==> src/rtl/mfp_multi_digit_seven_segment_scanner.sv <==
// Time-multiplexed hex display scanner with a double-buffered frame and anti-ghosting blanking.
// Optional build macro MFP_SEVEN_SEG_LEADING_ZERO_BLANK_EN suppresses leading zero digits.
module mfp_multi_digit_seven_segment_scanner #(
  parameter int unsigned N_DIGITS         = 8,
  parameter int unsigned SCAN_DIV         = 50000,
  parameter int unsigned BLANK_CYCLES     = 500,
  parameter int unsigned SEG_ACTIVE_LOW   = 1,
  parameter int unsigned ANODE_ACTIVE_LOW = 1
) (
  input  logic                    SI_ClkIn,
  input  logic                    SI_Reset,
  input  logic                    load,
  input  logic [4*N_DIGITS-1:0]   value,
  input  logic [N_DIGITS-1:0]     dp,
  input  logic [N_DIGITS-1:0]     digit_en,
  output logic [6:0]              seg,
  output logic                    seg_dp,
  output logic [N_DIGITS-1:0]     anode,
  output logic                    frame_done,
  output logic                    update_pending
);

  localparam int unsigned CNT_W = (SCAN_DIV > 1) ? $clog2(SCAN_DIV) : 1;
  localparam int unsigned IDX_W = (N_DIGITS > 1) ? $clog2(N_DIGITS) : 1;
  localparam int unsigned VAL_W = 4 * N_DIGITS;

  localparam logic [CNT_W-1:0] CNT_LAST = CNT_W'(SCAN_DIV - 1);
  localparam logic [IDX_W-1:0] IDX_LAST = IDX_W'(N_DIGITS - 1);

  // Inactive levels; XOR with these converts active-high codes to pin polarity.
  localparam logic [6:0]          SEG_OFF = (SEG_ACTIVE_LOW != 0) ? 7'h7F : 7'h00;
  localparam logic                DP_OFF  = (SEG_ACTIVE_LOW != 0);
  localparam logic [N_DIGITS-1:0] AN_OFF  = (ANODE_ACTIVE_LOW != 0) ? {N_DIGITS{1'b1}}
                                                                    : {N_DIGITS{1'b0}};

  typedef enum logic {
    S_BLANK = 1'b0,
    S_DRIVE = 1'b1
  } state_e;

  localparam state_e S_RST = (BLANK_CYCLES > 0) ? S_BLANK : S_DRIVE;

  function automatic logic [6:0] hex_glyph(input logic [3:0] nib);
    logic [6:0] g;
    case (nib)
      4'h0:    g = 7'h3F;
      4'h1:    g = 7'h06;
      4'h2:    g = 7'h5B;
      4'h3:    g = 7'h4F;
      4'h4:    g = 7'h66;
      4'h5:    g = 7'h6D;
      4'h6:    g = 7'h7D;
      4'h7:    g = 7'h07;
      4'h8:    g = 7'h7F;
      4'h9:    g = 7'h6F;
      4'hA:    g = 7'h77;
      4'hB:    g = 7'h7C;
      4'hC:    g = 7'h39;
      4'hD:    g = 7'h5E;
      4'hE:    g = 7'h79;
      default: g = 7'h71;
    endcase
    return g;
  endfunction

  logic [CNT_W-1:0]    cnt_q, cnt_d;
  logic [IDX_W-1:0]    idx_q, idx_d;
  state_e              state_q, state_d;
  logic [VAL_W-1:0]    shadow_val_q, shadow_val_d;
  logic [N_DIGITS-1:0] shadow_dp_q, shadow_dp_d;
  logic [N_DIGITS-1:0] shadow_en_q, shadow_en_d;
  logic [VAL_W-1:0]    pend_val_q, pend_val_d;
  logic [N_DIGITS-1:0] pend_dp_q, pend_dp_d;
  logic [N_DIGITS-1:0] pend_en_q, pend_en_d;
  logic                upd_q, upd_d;
  logic                fd_q, fd_d;
  logic [6:0]          seg_q, seg_d;
  logic                dp_q, dp_d;
  logic [N_DIGITS-1:0] an_q, an_d;

  logic                wrap_c;
  logic [3:0]          digit_c;
  logic [N_DIGITS-1:0] lz_blank_c;

  // Digits above the most significant non-zero nibble; digit 0 is never blanked.
`ifdef MFP_SEVEN_SEG_LEADING_ZERO_BLANK_EN
  always_comb begin : lz_mask
    logic seen;
    seen       = 1'b0;
    lz_blank_c = '0;
    for (int i = N_DIGITS - 1; i > 0; i--) begin
      seen          = seen | (shadow_val_q[4*i +: 4] != 4'h0);
      lz_blank_c[i] = ~seen;
    end
  end
`else
  assign lz_blank_c = '0;
`endif

  assign digit_c = shadow_val_q[4*idx_q +: 4];

  // Scan position, slot phase and the double-buffered frame data.
  always_comb begin : next_state
    wrap_c       = (cnt_q == CNT_LAST) && (idx_q == IDX_LAST);
    cnt_d        = (cnt_q == CNT_LAST) ? '0 : cnt_q + CNT_W'(1);
    idx_d        = idx_q;
    if (cnt_q == CNT_LAST) begin
      idx_d = (idx_q == IDX_LAST) ? '0 : idx_q + IDX_W'(1);
    end
    state_d      = (32'(cnt_d) >= BLANK_CYCLES) ? S_DRIVE : S_BLANK;

    pend_val_d   = pend_val_q;
    pend_dp_d    = pend_dp_q;
    pend_en_d    = pend_en_q;
    shadow_val_d = shadow_val_q;
    shadow_dp_d  = shadow_dp_q;
    shadow_en_d  = shadow_en_q;
    upd_d        = upd_q;

    if (load) begin
      pend_val_d = value;
      pend_dp_d  = dp;
      pend_en_d  = digit_en;
    end

    // Shadow only changes on the frame boundary so a frame is never torn.
    if (wrap_c) begin
      upd_d = 1'b0;
      if (load) begin
        shadow_val_d = value;
        shadow_dp_d  = dp;
        shadow_en_d  = digit_en;
      end else if (upd_q) begin
        shadow_val_d = pend_val_q;
        shadow_dp_d  = pend_dp_q;
        shadow_en_d  = pend_en_q;
      end
    end else if (load) begin
      upd_d = 1'b1;
    end

    // Pulse spans the cycle that ends on the wrap edge, so a load seen with it lands in shadow.
    fd_d = (cnt_d == CNT_LAST) && (idx_d == IDX_LAST);
  end

  // Pin drive for the current scan position, registered one cycle later.
  always_comb begin : drive
    logic [6:0] seg_ah;
    seg_ah = 7'h00;
    seg_d  = SEG_OFF;
    dp_d   = DP_OFF;
    an_d   = AN_OFF;
    if ((state_q == S_DRIVE) && shadow_en_q[idx_q]) begin
      seg_ah = lz_blank_c[idx_q] ? 7'h00 : hex_glyph(digit_c);
      seg_d  = seg_ah ^ SEG_OFF;
      dp_d   = shadow_dp_q[idx_q] ^ DP_OFF;
      an_d   = AN_OFF ^ (N_DIGITS'(1) << idx_q);
    end
  end

  always_ff @(posedge SI_ClkIn or posedge SI_Reset) begin
    if (SI_Reset) begin
      cnt_q        <= '0;
      idx_q        <= '0;
      state_q      <= S_RST;
      shadow_val_q <= '0;
      shadow_dp_q  <= '0;
      shadow_en_q  <= '0;
      pend_val_q   <= '0;
      pend_dp_q    <= '0;
      pend_en_q    <= '0;
      upd_q        <= 1'b0;
      fd_q         <= 1'b0;
      seg_q        <= SEG_OFF;
      dp_q         <= DP_OFF;
      an_q         <= AN_OFF;
    end else begin
      cnt_q        <= cnt_d;
      idx_q        <= idx_d;
      state_q      <= state_d;
      shadow_val_q <= shadow_val_d;
      shadow_dp_q  <= shadow_dp_d;
      shadow_en_q  <= shadow_en_d;
      pend_val_q   <= pend_val_d;
      pend_dp_q    <= pend_dp_d;
      pend_en_q    <= pend_en_d;
      upd_q        <= upd_d;
      fd_q         <= fd_d;
      seg_q        <= seg_d;
      dp_q         <= dp_d;
      an_q         <= an_d;
    end
  end

  assign seg            = seg_q;
  assign seg_dp         = dp_q;
  assign anode          = an_q;
  assign frame_done     = fd_q;
  assign update_pending = upd_q;

endmodule

==> config.mk <==
export PLATFORM = sky130hd
export DESIGN_NAME = mfp_multi_digit_seven_segment_scanner
export DESIGN_NICKNAME = d
export VERILOG_FILES = /design/src/rtl/mfp_multi_digit_seven_segment_scanner.sv
export SDC_FILE = /design/constraint.sdc
export NUM_CORES = 1
export LEC_CHECK = 0
export ABC_AREA = 1
export BUFFER_PORTS_ARGS = -buffer_cell sky130_fd_sc_hd__buf_4
export CORE_ASPECT_RATIO = 0.9
export CORE_UTILIZATION = 38
export CTS_CLUSTER_SIZE = 30
export DETAILED_ROUTE_END_ITERATION = 12
export GPL_ROUTABILITY_DRIVEN = 0
export SLEW_MARGIN = 25
export SYNTH_ARGS = -nofsm -noshare
export SYNTH_HDL_FRONTEND = slang
export SYNTH_SLANG_ARGS = --single-unit
==> constraint.sdc <==
create_clock -name SI_ClkIn -period 11.7 [get_ports SI_ClkIn]
set_clock_uncertainty 0.2 [all_clocks]
set_input_delay 0.585 -clock SI_ClkIn [delete_from_list [all_inputs] [get_ports SI_ClkIn]]
set_output_delay 0.585 -clock SI_ClkIn [all_outputs]
set_load 0.05 [all_outputs]
==> results of run 1 <==
[power by group]
group          switching (mW)  internal [mW]  total (mW)  leakage, nW
clock network           0.191          0.335       0.526        0.280
logic                  0.0323         0.0191      0.0514         2.03
registers             0.00354          0.479       0.482         1.65
total                   0.227          0.832        1.06         3.95
[synthesized netlist by cell type, drive strengths merged]
| library cell | count | area, µm² |
|---|---|---|
| a21oi | 19 | 133 |
| o211ai | 3 | 22.5 |
| nand2 | 293 | 1110 |
| nor3 | 3 | 15.0 |
| and2 | 1 | 6.26 |
| o21ai | 56 | 280 |
| nand4 | 6 | 37.5 |
| clkbuf | 13 | 48.8 |
| dfstp | 16 | 420 |
| clkinv | 2 | 8.75 |
| or2 | 1 | 6.26 |
| nor2 | 78 | 323 |
| ha | 14 | 175 |
| buf | 17 | 106 |
| nor2b | 1 | 6.26 |
| nand3 | 52 | 278 |
| o21bai | 2 | 15.0 |
| inv | 98 | 368 |
| dfrtp | 118 | 2950 |
[state kept, by name, indices dropped and copies added, names as in the netlist, 3 cells and up]
register / flops
cnt_q: 16
anode: 8
pend_en_q: 8
shadow_dp_q: 8
seg: 7
shadow_en_q: 8
idx_q: 3
shadow_val_q: 32
pend_dp_q: 8
pend_val_q: 32
[cell families after synthesis]
kind of cell | after synthesis | synth area share (%)
compound gates | 80 | 7.14
fa+ha+maj | 14 | 2.78
buf+inv | 130 | 8.42
flops | 134 | 53.4
simple gates | 435 | 28.2
[per-layer routing]
layer | share of wire [%] | GRT usage, % | vias to the layer above
met4 | 1.2 | 5.95 | 0
met2 | 40 | 22.9 | 138
met5 | 0 | 0 | -
met1 | 53 | 27.1 | 2263
met3 | 5.6 | 4.15 | 13
li1 | - | - | 2563
[worst max-delay path by stage]
stage | startpoint | end | depth (start not counted) | slack (ps)
floorplan | SI_Reset | cnt_q[0]$_DFF_PP0_ | 1 | 7360
global placement | idx_q[0]$_DFF_PP0_ | shadow_val_q[6]$_DFFE_PP0P_ | 5 | 8570
detailed placement | idx_q[0]$_DFF_PP0_ | seg[2]$_DFF_PP1_ | 9 | 8440
CTS | idx_q[0]$_DFF_PP0_ | shadow_val_q[29]$_DFFE_PP0P_ | 4 | 8410
global route | idx_q[0]$_DFF_PP0_ | seg[0]$_DFF_PP1_ | 10 | 8540
finish | idx_q[0]$_DFF_PP0_ | seg[0]$_DFF_PP1_ | 10 | 8800
[layout make-up]
| cell class | instances | area (µm²) | share of cell area, % |
|---|---|---|---|
| clock inverters | 8 | 96.3 | 1.28 |
| well taps | 207 | 259 | 3.43 |
| flip-flops and latches | 134 | 3370 | 44.7 |
| clock buffers | 24 | 492 | 6.51 |
| inverters | 100 | 379 | 5.02 |
| repair buffers | 71 | 546 | 7.22 |
| multi-input cells | 529 | 2410 | 31.9 |
[placed cells by master (no fill, tap or decap)]
cell / Yosys / final
sky130_fd_sc_hd__dfstp_2: 16 / 16
sky130_fd_sc_hd__nor2b_1: 1 / 1
sky130_fd_sc_hd__o211ai_1: 3 / 3
sky130_fd_sc_hd__a21oi_2: 10 / 10
sky130_fd_sc_hd__clkbuf_8: 0 / 4
sky130_fd_sc_hd__nand3_1: 50 / 50
sky130_fd_sc_hd__clkbuf_1: 13 / 3
sky130_fd_sc_hd__clkinvlp_4: 0 / 3
sky130_fd_sc_hd__nor2_1: 72 / 72
sky130_fd_sc_hd__nand2_1: 291 / 291
sky130_fd_sc_hd__nand4_1: 6 / 6
sky130_fd_sc_hd__o21ai_0: 24 / 24
sky130_fd_sc_hd__ha_1: 14 / 14
sky130_fd_sc_hd__buf_12: 0 / 1
sky130_fd_sc_hd__dfrtp_2: 0 / 1
sky130_fd_sc_hd__inv_4: 0 / 1
sky130_fd_sc_hd__inv_1: 95 / 94
sky130_fd_sc_hd__buf_4: 2 / 70
sky130_fd_sc_hd__nor2_2: 3 / 3
sky130_fd_sc_hd__dfrtp_1: 118 / 117
sky130_fd_sc_hd__inv_2: 3 / 3
sky130_fd_sc_hd__or2_2: 1 / 1
sky130_fd_sc_hd__o21bai_1: 2 / 2
sky130_fd_sc_hd__nand3_4: 1 / 1
sky130_fd_sc_hd__nor3_1: 3 / 3
sky130_fd_sc_hd__nor2_4: 3 / 3
sky130_fd_sc_hd__clkbuf_16: 0 / 17
sky130_fd_sc_hd__a21oi_1: 9 / 9
sky130_fd_sc_hd__bufinv_16: 0 / 2
sky130_fd_sc_hd__nand2_2: 1 / 1
sky130_fd_sc_hd__o21ai_1: 32 / 32
sky130_fd_sc_hd__nand2_4: 1 / 1
sky130_fd_sc_hd__clkinv_2: 1 / 3
sky130_fd_sc_hd__nand3_2: 1 / 1
sky130_fd_sc_hd__and2_1: 1 / 1
sky130_fd_sc_hd__clkinv_1: 1 / 2
[through the flow]
stage	instance area, µm²	setup slack [ps]
2_1_floorplan	6310	7360
6_report	7550	8800
3_5_place_dp	6940	8440
5_1_grt	7550	8540
4_1_cts	7530	8410
3_3_place_gp	6940	8570
==> metrics.log, run 1 <==
[metrics] height of the die: about 120 µm
[metrics] sum of overflow across all layers after global routing: 0
[metrics] Total Power Consumption: ~1.1 mW
[metrics] number of setup violations in the final report: 0
[metrics] Syn. warnings: 0
[metrics] fraction of final layout cells with drive strength greater than 1: between 10% and 20%
[metrics] setup TNS after final layout: 0 ps
[metrics] slew at the pin closest to its max-slew limit: 861 ps
[metrics] data required time at the worst endpoint: 11820 ps
[metrics] DRC: 0
[metrics] fin crit share: 24.8%
[metrics] initial standard-cell utilization of the core: ~40%
[metrics] number of instances resized during post-cts repair: 0
[metrics] Clock H-tree levels: 4
[metrics] reg2reg end: seg[0]$_DFF_PP1_
[metrics] vias: 4977
[metrics] syn_area_per_cell: 7.96 µm²
[metrics] maxcap violations: 0
[metrics] Reg-to-Reg Start: idx_q[0]$_DFF_PP0_
[metrics] startpoint kind of the worst setup timing path: flop
[metrics] CP Max Fanout: 36
[metrics] DIE AREA: about 17000 µm²
[metrics] post-layout minimum cycle time: around 2900 ps
[metrics] final std cells w/o fill: ~1100
[metrics] Post CTS Setup Buffer Count: 0
[metrics] 1st-iter DRT viols: around 330
[metrics] clock slew at reported path FFs: 60 ps
[metrics] total count of hold-check failures in the final report: 0
[metrics] status: finished clean
[metrics] global-route usage over all layers: between 10% and 20%
[metrics] total clock buffers created by CTS: 17
[metrics] mean routed wirelength per cell: approximately 13 µm
[metrics] clk buf depth: 2
[metrics] CP max stage delay: around 730 ps
[metrics] number of diodes added for antenna fixing: 0
[metrics] number of standard cells after synthesis: just under 800
[metrics] clock root buffer: sky130_fd_sc_hd__clkbuf_16
[metrics] placed cell count: 1040
[metrics] IR Drop Worst-Case VDD: approximately 0.00011 V
[metrics] cell family with the largest share of critical-path delay: flip-flops
[metrics] Netlist Area Pre-Place: about 6300 µm²
[metrics] fmax: ~350 MHz
[metrics] I/O pin count: between 60 and 70
[metrics] Bufs and invs on worst path: 3
[metrics] critical path start-end classification: reg2reg
[metrics] number of buffers inserted by port buffering: around 70
[metrics] max-slew violation count: 0
[metrics] vias in the first global route: ~4600
[metrics] initial antenna violation count: 0
[metrics] Min-Delay Path Class: in2async
[metrics] Die Wd: ~140 µm
[metrics] number of rows in the core area: 44
[metrics] CP endpoint kind: flop
[metrics] reg2reg setup slack: between 8000 and 9000 ps
[metrics] data arrival time of the critical path: slightly above 3000 ps
[metrics] fin util: 46.7%
[metrics] areal power density over the cells: around 140 nW/µm²
[metrics] worst relative slew slack: 42.6%
[metrics] remaining number of nets flagged by the antenna check after routing: 0
[metrics] layout-stage area growth over the synthesis result: 19.7%
[metrics] total of flip-flops plus latches after synthesis: around 130
[metrics] source-to-sink clock delay at the later pin of the worst-skew pair: around 420 ps
[metrics] most frequent CP cell: sky130_fd_sc_hd__nand3_1
[metrics] setup repair after global routing missed its margin: no
[metrics] Fin Hold WS: roughly 130 ps
[metrics] CTS Sinks: roughly 130
[metrics] detailed placement HPWL: roughly 9300 µm
[metrics] ordered cell list for the critical path: inv_2, o21ai_0, nand2_1, o21ai_1, inv_1, ha_1, inv_1, nand3_1, nand3_1, nand3_1
[metrics] core area: between 15000 and 20000 µm²
[metrics] syn nets: around 860
[metrics] Final #Nets: approximately 900
[metrics] Register-to-Register Path Depth: 10
[metrics] TritonCTS clock tree: done
[metrics] slowest stage cell, crit path: sky130_fd_sc_hd__dfrtp_2
[metrics] largest net degree at the start of global routing: 97
[metrics] Filler Cells Inserted: approximately 1700
[metrics] hold buffer count at CTS: 0
[metrics] routed vias/inst: 4.64
[metrics] iteration count of the initial detailed-routing pass: 5
[metrics] first-pass GRT wire length: 23000 µm
[metrics] sequential area share after synthesis: 53.4%
[metrics] aggregate routed wire length: 13500 µm
[metrics] number of different library cells in the post-synthesis netlist: 32
[metrics] Leak Pwr: between 3 and 4 nW
No activity file was read; power rests on OpenSTA's default activity.
==> run 2, diff against run 1 <==
--- a/config.mk
+++ b/config.mk
@@ -5,7 +5,7 @@
 export SDC_FILE = /design/constraint.sdc
 export NUM_CORES = 1
 export LEC_CHECK = 0
-export ABC_AREA = 1
+export ABC_AREA = 0
 export BUFFER_PORTS_ARGS = -buffer_cell sky130_fd_sc_hd__buf_4
 export CORE_ASPECT_RATIO = 0.9
 export CORE_UTILIZATION = 38
==> constraint.sdc (replaced) <==
create_clock -name SI_ClkIn -period 2.4 [get_ports SI_ClkIn]
set_clock_uncertainty 0.2 [all_clocks]
set_input_delay 0.12 -clock SI_ClkIn [delete_from_list [all_inputs] [get_ports SI_ClkIn]]
set_output_delay 0.12 -clock SI_ClkIn [all_outputs]
set_load 0.05 [all_outputs]
==> run 2 against run 1 <==
Clock power rose to 4.8 times the previous value. Design area rose by 5.6%. Utilization rose by 6.9 points. Maximum frequency rose by 22%. Total power rose to 4.9 times the previous value. Sequential share of layout area fell by 2.4 points. Critical path type unchanged. Area after synthesis fell by 7.3%. Largest cell class unchanged.
==> metrics.log, run 2 <==
[metrics] number of diodes added for antenna fixing: 0 (unchanged)
[metrics] initial antenna violation count: 0 (unchanged)
[metrics] data arrival time of the critical path: 2470 ps (-550 ps)
[metrics] number of enable-type register cells in the synthesized netlist: 0 (unchanged)
[metrics] cell family with the largest share of critical-path delay: simple AND/OR/NAND/NOR gates
[metrics] vias in the first global route: 4040 (-12%)
[metrics] fraction of final layout cells with drive strength greater than 1: 47.9% (+31 points)
[metrics] DRC: 0 (unchanged)
[metrics] detailed placement HPWL: 8320 µm (-10%)
[metrics] number of different library cells in the post-synthesis netlist: 47 (+47%)
[metrics] clock slew at reported path FFs: 50 ps (about the same)
[metrics] DIE AREA: 15900 µm² (-7.2%)
[metrics] setup repair after global routing missed its margin: yes
[metrics] total clock buffers created by CTS: 17 (unchanged)
[metrics] Filler Cells Inserted: 1242 (-25%)
[metrics] Final #Nets: 638 (-31%)
[metrics] slowest stage cell, crit path: sky130_fd_sc_hd__or4_1
[metrics] top cell type by total area after synthesis: sky130_fd_sc_hd__dfrtp_1
[metrics] final std cells w/o fill: 783 (-27%)
[metrics] global-route usage over all layers: 17.1% (-0.22 points)
[metrics] number of rows in the core area: 42 (-4.5%)
[metrics] max-slew violation count: 0 (unchanged)
[metrics] sum of overflow across all layers after global routing: 0 (unchanged)
[metrics] dominant cells by area after synthesis: sky130_fd_sc_hd__dfrtp_1 (50%), sky130_fd_sc_hd__mux2_2 (19%), sky130_fd_sc_hd__dfstp_2 (7.2%)
[metrics] total count of hold-check failures in the final report: 0 (unchanged)
[metrics] Netlist Area Pre-Place: 5850 µm² (-7.3%)
[metrics] post-synthesis async set-or-reset flop share: 100% (unchanged)
[metrics] mean routed wirelength per cell: 15.6 µm (+25%)
[metrics] CP Max Fanout: 5 (-86%)
[metrics] number of standard cells after synthesis: 420 (-47%)
[metrics] number of setup violations in the final report: 0 (unchanged)
[metrics] initial standard-cell utilization of the core: 39.4% (+0.36 points)
[metrics] Syn. warnings: 0 (unchanged)
[metrics] largest net degree at the start of global routing: 50 (-48%)
[metrics] CTS Sinks: 134 (unchanged)
[metrics] fin crit share: 99.1% (+74 points)
[metrics] Total Power Consumption: 5.22 mW (+390%)
[metrics] areal power density over the cells: 655 nW/µm² (+370%)
[metrics] number of buffers inserted by port buffering: 68 (unchanged)
[metrics] critical path start-end classification: reg2reg
[metrics] vias: 3850 (-23%)
[metrics] layout-stage area growth over the synthesis result: 36.2%
[metrics] syn nets: 485 (-43%)
[metrics] clk buf depth: 2 (unchanged)
[metrics] total of flip-flops plus latches after synthesis: 134 (unchanged)
[metrics] Clock H-tree levels: 4 (unchanged)
[metrics] iteration count of the initial detailed-routing pass: 4 (-1)
[metrics] Fin Hold WS: 24.2 ps (-107 ps)
[metrics] ys flop type: sky130_fd_sc_hd__dfrtp_1
[metrics] data required time at the worst endpoint: 2490 ps (-9330 ps)
[metrics] Yosys top cell area share: 50.4% (+3.7 points)
[metrics] IR Drop Worst-Case VDD: 0.000478 V (+340%)
[metrics] core area: 14900 µm² (-8.1%)
[metrics] Die Wd: 133 µm (-3.7%)
[metrics] Min-Delay Path Class: in2reg
[metrics] placed cell count: 702 (-33%)
[metrics] startpoint kind of the worst setup timing path: flop
[metrics] routed vias/inst: 4.92 (+6.0%)
[metrics] most used cells in the layout excluding fill and tap cells: sky130_fd_sc_hd__dfrtp_1 (117), sky130_fd_sc_hd__buf_4 (100), sky130_fd_sc_hd__mux2_2 (98)
[metrics] maxcap violations: 0 (unchanged)
[metrics] clock root buffer: sky130_fd_sc_hd__clkbuf_16
[metrics] I/O pin count: 69 (unchanged)
[metrics] aggregate routed wire length: 12200 µm (-9.1%)
[metrics] fmax: 420 MHz (+22%)
[metrics] source-to-sink clock delay at the later pin of the worst-skew pair: 420 ps (about the same)
[metrics] Bufs and invs on worst path: 0 (-3)
[metrics] status: finished clean
[metrics] 1st-iter DRT viols: 201 (-39%)
[metrics] dominant cell by count in the synthesized netlist: sky130_fd_sc_hd__dfrtp_1
[metrics] height of the die: 120 µm (-3.6%)
[metrics] slew at the pin closest to its max-slew limit: 626 ps (-235 ps)
[metrics] Post-synth top cells: sky130_fd_sc_hd__dfrtp_1 (118), sky130_fd_sc_hd__mux2_2 (98), sky130_fd_sc_hd__nand2_1 (30)
[metrics] leading registers by flop count: pend_val_q x32, shadow_val_q x32, cnt_q x16
[metrics] post-layout minimum cycle time: 2380 ps (-518 ps)
[metrics] sequential area share after synthesis: 57.6% (+4.2 points)
[metrics] most frequent standard cell in the layout excluding fill and tap cells: sky130_fd_sc_hd__dfrtp_1
[metrics] syn_area_per_cell: 13.9 µm² (+75%)
[metrics] CP endpoint kind: flop
[metrics] ordered cell list for the critical path: ha_4, nand3_2, or3_4, a21oi_2, o21ai_2, o21bai_1, or4_1
[metrics] Leak Pwr: 3.64 nW (-8.0%)
[metrics] TritonCTS clock tree: done
[metrics] CP max stage delay: 470 ps (-260 ps)
[metrics] remaining number of nets flagged by the antenna check after routing: 0 (unchanged)
[metrics] first-pass GRT wire length: 20500 µm (-11%)
[metrics] worst relative slew slack: 58.3% (+16 points)
[run 2: path summary, 6_finish.rpt]
path                                            startpoint                          to  slack (ps)  depth (start not counted)
worst max register to register          cnt_q[1]$_DFF_PP0_           state_q$_DFF_PP0_          20                          7
worst min register to register  pend_val_q[14]$_DFFE_PP0P_  pend_val_q[14]$_DFFE_PP0P_         290                          1
worst max-delay path                    cnt_q[1]$_DFF_PP0_           state_q$_DFF_PP0_          20                          7
max in group asynchronous                         SI_Reset          cnt_q[5]$_DFF_PP0_         540                          5
worst min-delay path                                  load  update_pending$_DFFE_PP0P_          20                          3
min in group asynchronous                         SI_Reset    pend_dp_q[4]$_DFFE_PP0P_         590                          4
[run 2: cell families after synthesis]
| kind of cell | share of synthesized area (%) |
|---|---|
| flip-flops | 57.6 |
| multiplexers | 24.4 |
| AND/OR/NAND/NOR | 8.21 |
| buffers and inverters | 2.16 |
| AO/OA/AOI/OAI | 2.67 |
| adder cells (fa/ha/maj) | 2.99 |
| XOR/XNOR | 1.95 |
[run 2: timing repair]
item	CTS	global route
setup buffers	0	0
pin swaps	0	2
hold buffers	50	0
gates resized for setup	2	16
hold endpoints to repair	214	0
setup endpoints to repair	3	24
[run 2: area by class of cell]
class | count | area, µm² | share of cell area, %
flip-flops and latches | 134 | 3370 | 42.3
clock inverters | 7 | 95.1 | 1.19
multi-input cells | 257 | 2430 | 30.5
clock buffers | 24 | 492 | 6.17
well taps | 198 | 248 | 3.11
repair buffers | 152 | 1290 | 16.2
inverters | 11 | 45.0 | 0.565
[run 2: routing by layer]
metal	GRT usage (%)	wire (µm)	vias up
li1	-	-	1797
met1	22.4	5720	1959
met2	26.1	5780	75
met3	5.03	535	19
met4	7.76	217	0
met5	0	0	-
[run 2: stage by stage]
stage | setup WS (ps) | area (µm²) | TNS (ps) | util (%)
3_5_place_dp | -69.7 | 6810 | -76.3 | 45.8
3_3_place_gp | 43.6 | 6810 | 0 | 45.8
4_1_cts | 9.43 | 7900 | 0 | 53.1
6_report | 20.6 | 7970 | 0 | 53.6
5_1_grt | -80.5 | 7970 | -80.5 | 53.6
2_1_floorplan | 2.94 | 5860 | 0 | -
[run 2: tightest hold or removal path: stages]
cell                      delay, ps
sky130_fd_sc_hd__buf_4          240
sky130_fd_sc_hd__nor2_1         180
sky130_fd_sc_hd__a21oi_1         50
[run 2: power by group]
group	switching, mW	internal [mW]
clock network	0.924	1.63
registers	0.0187	2.34
logic	0.128	0.183
total	1.07	4.15
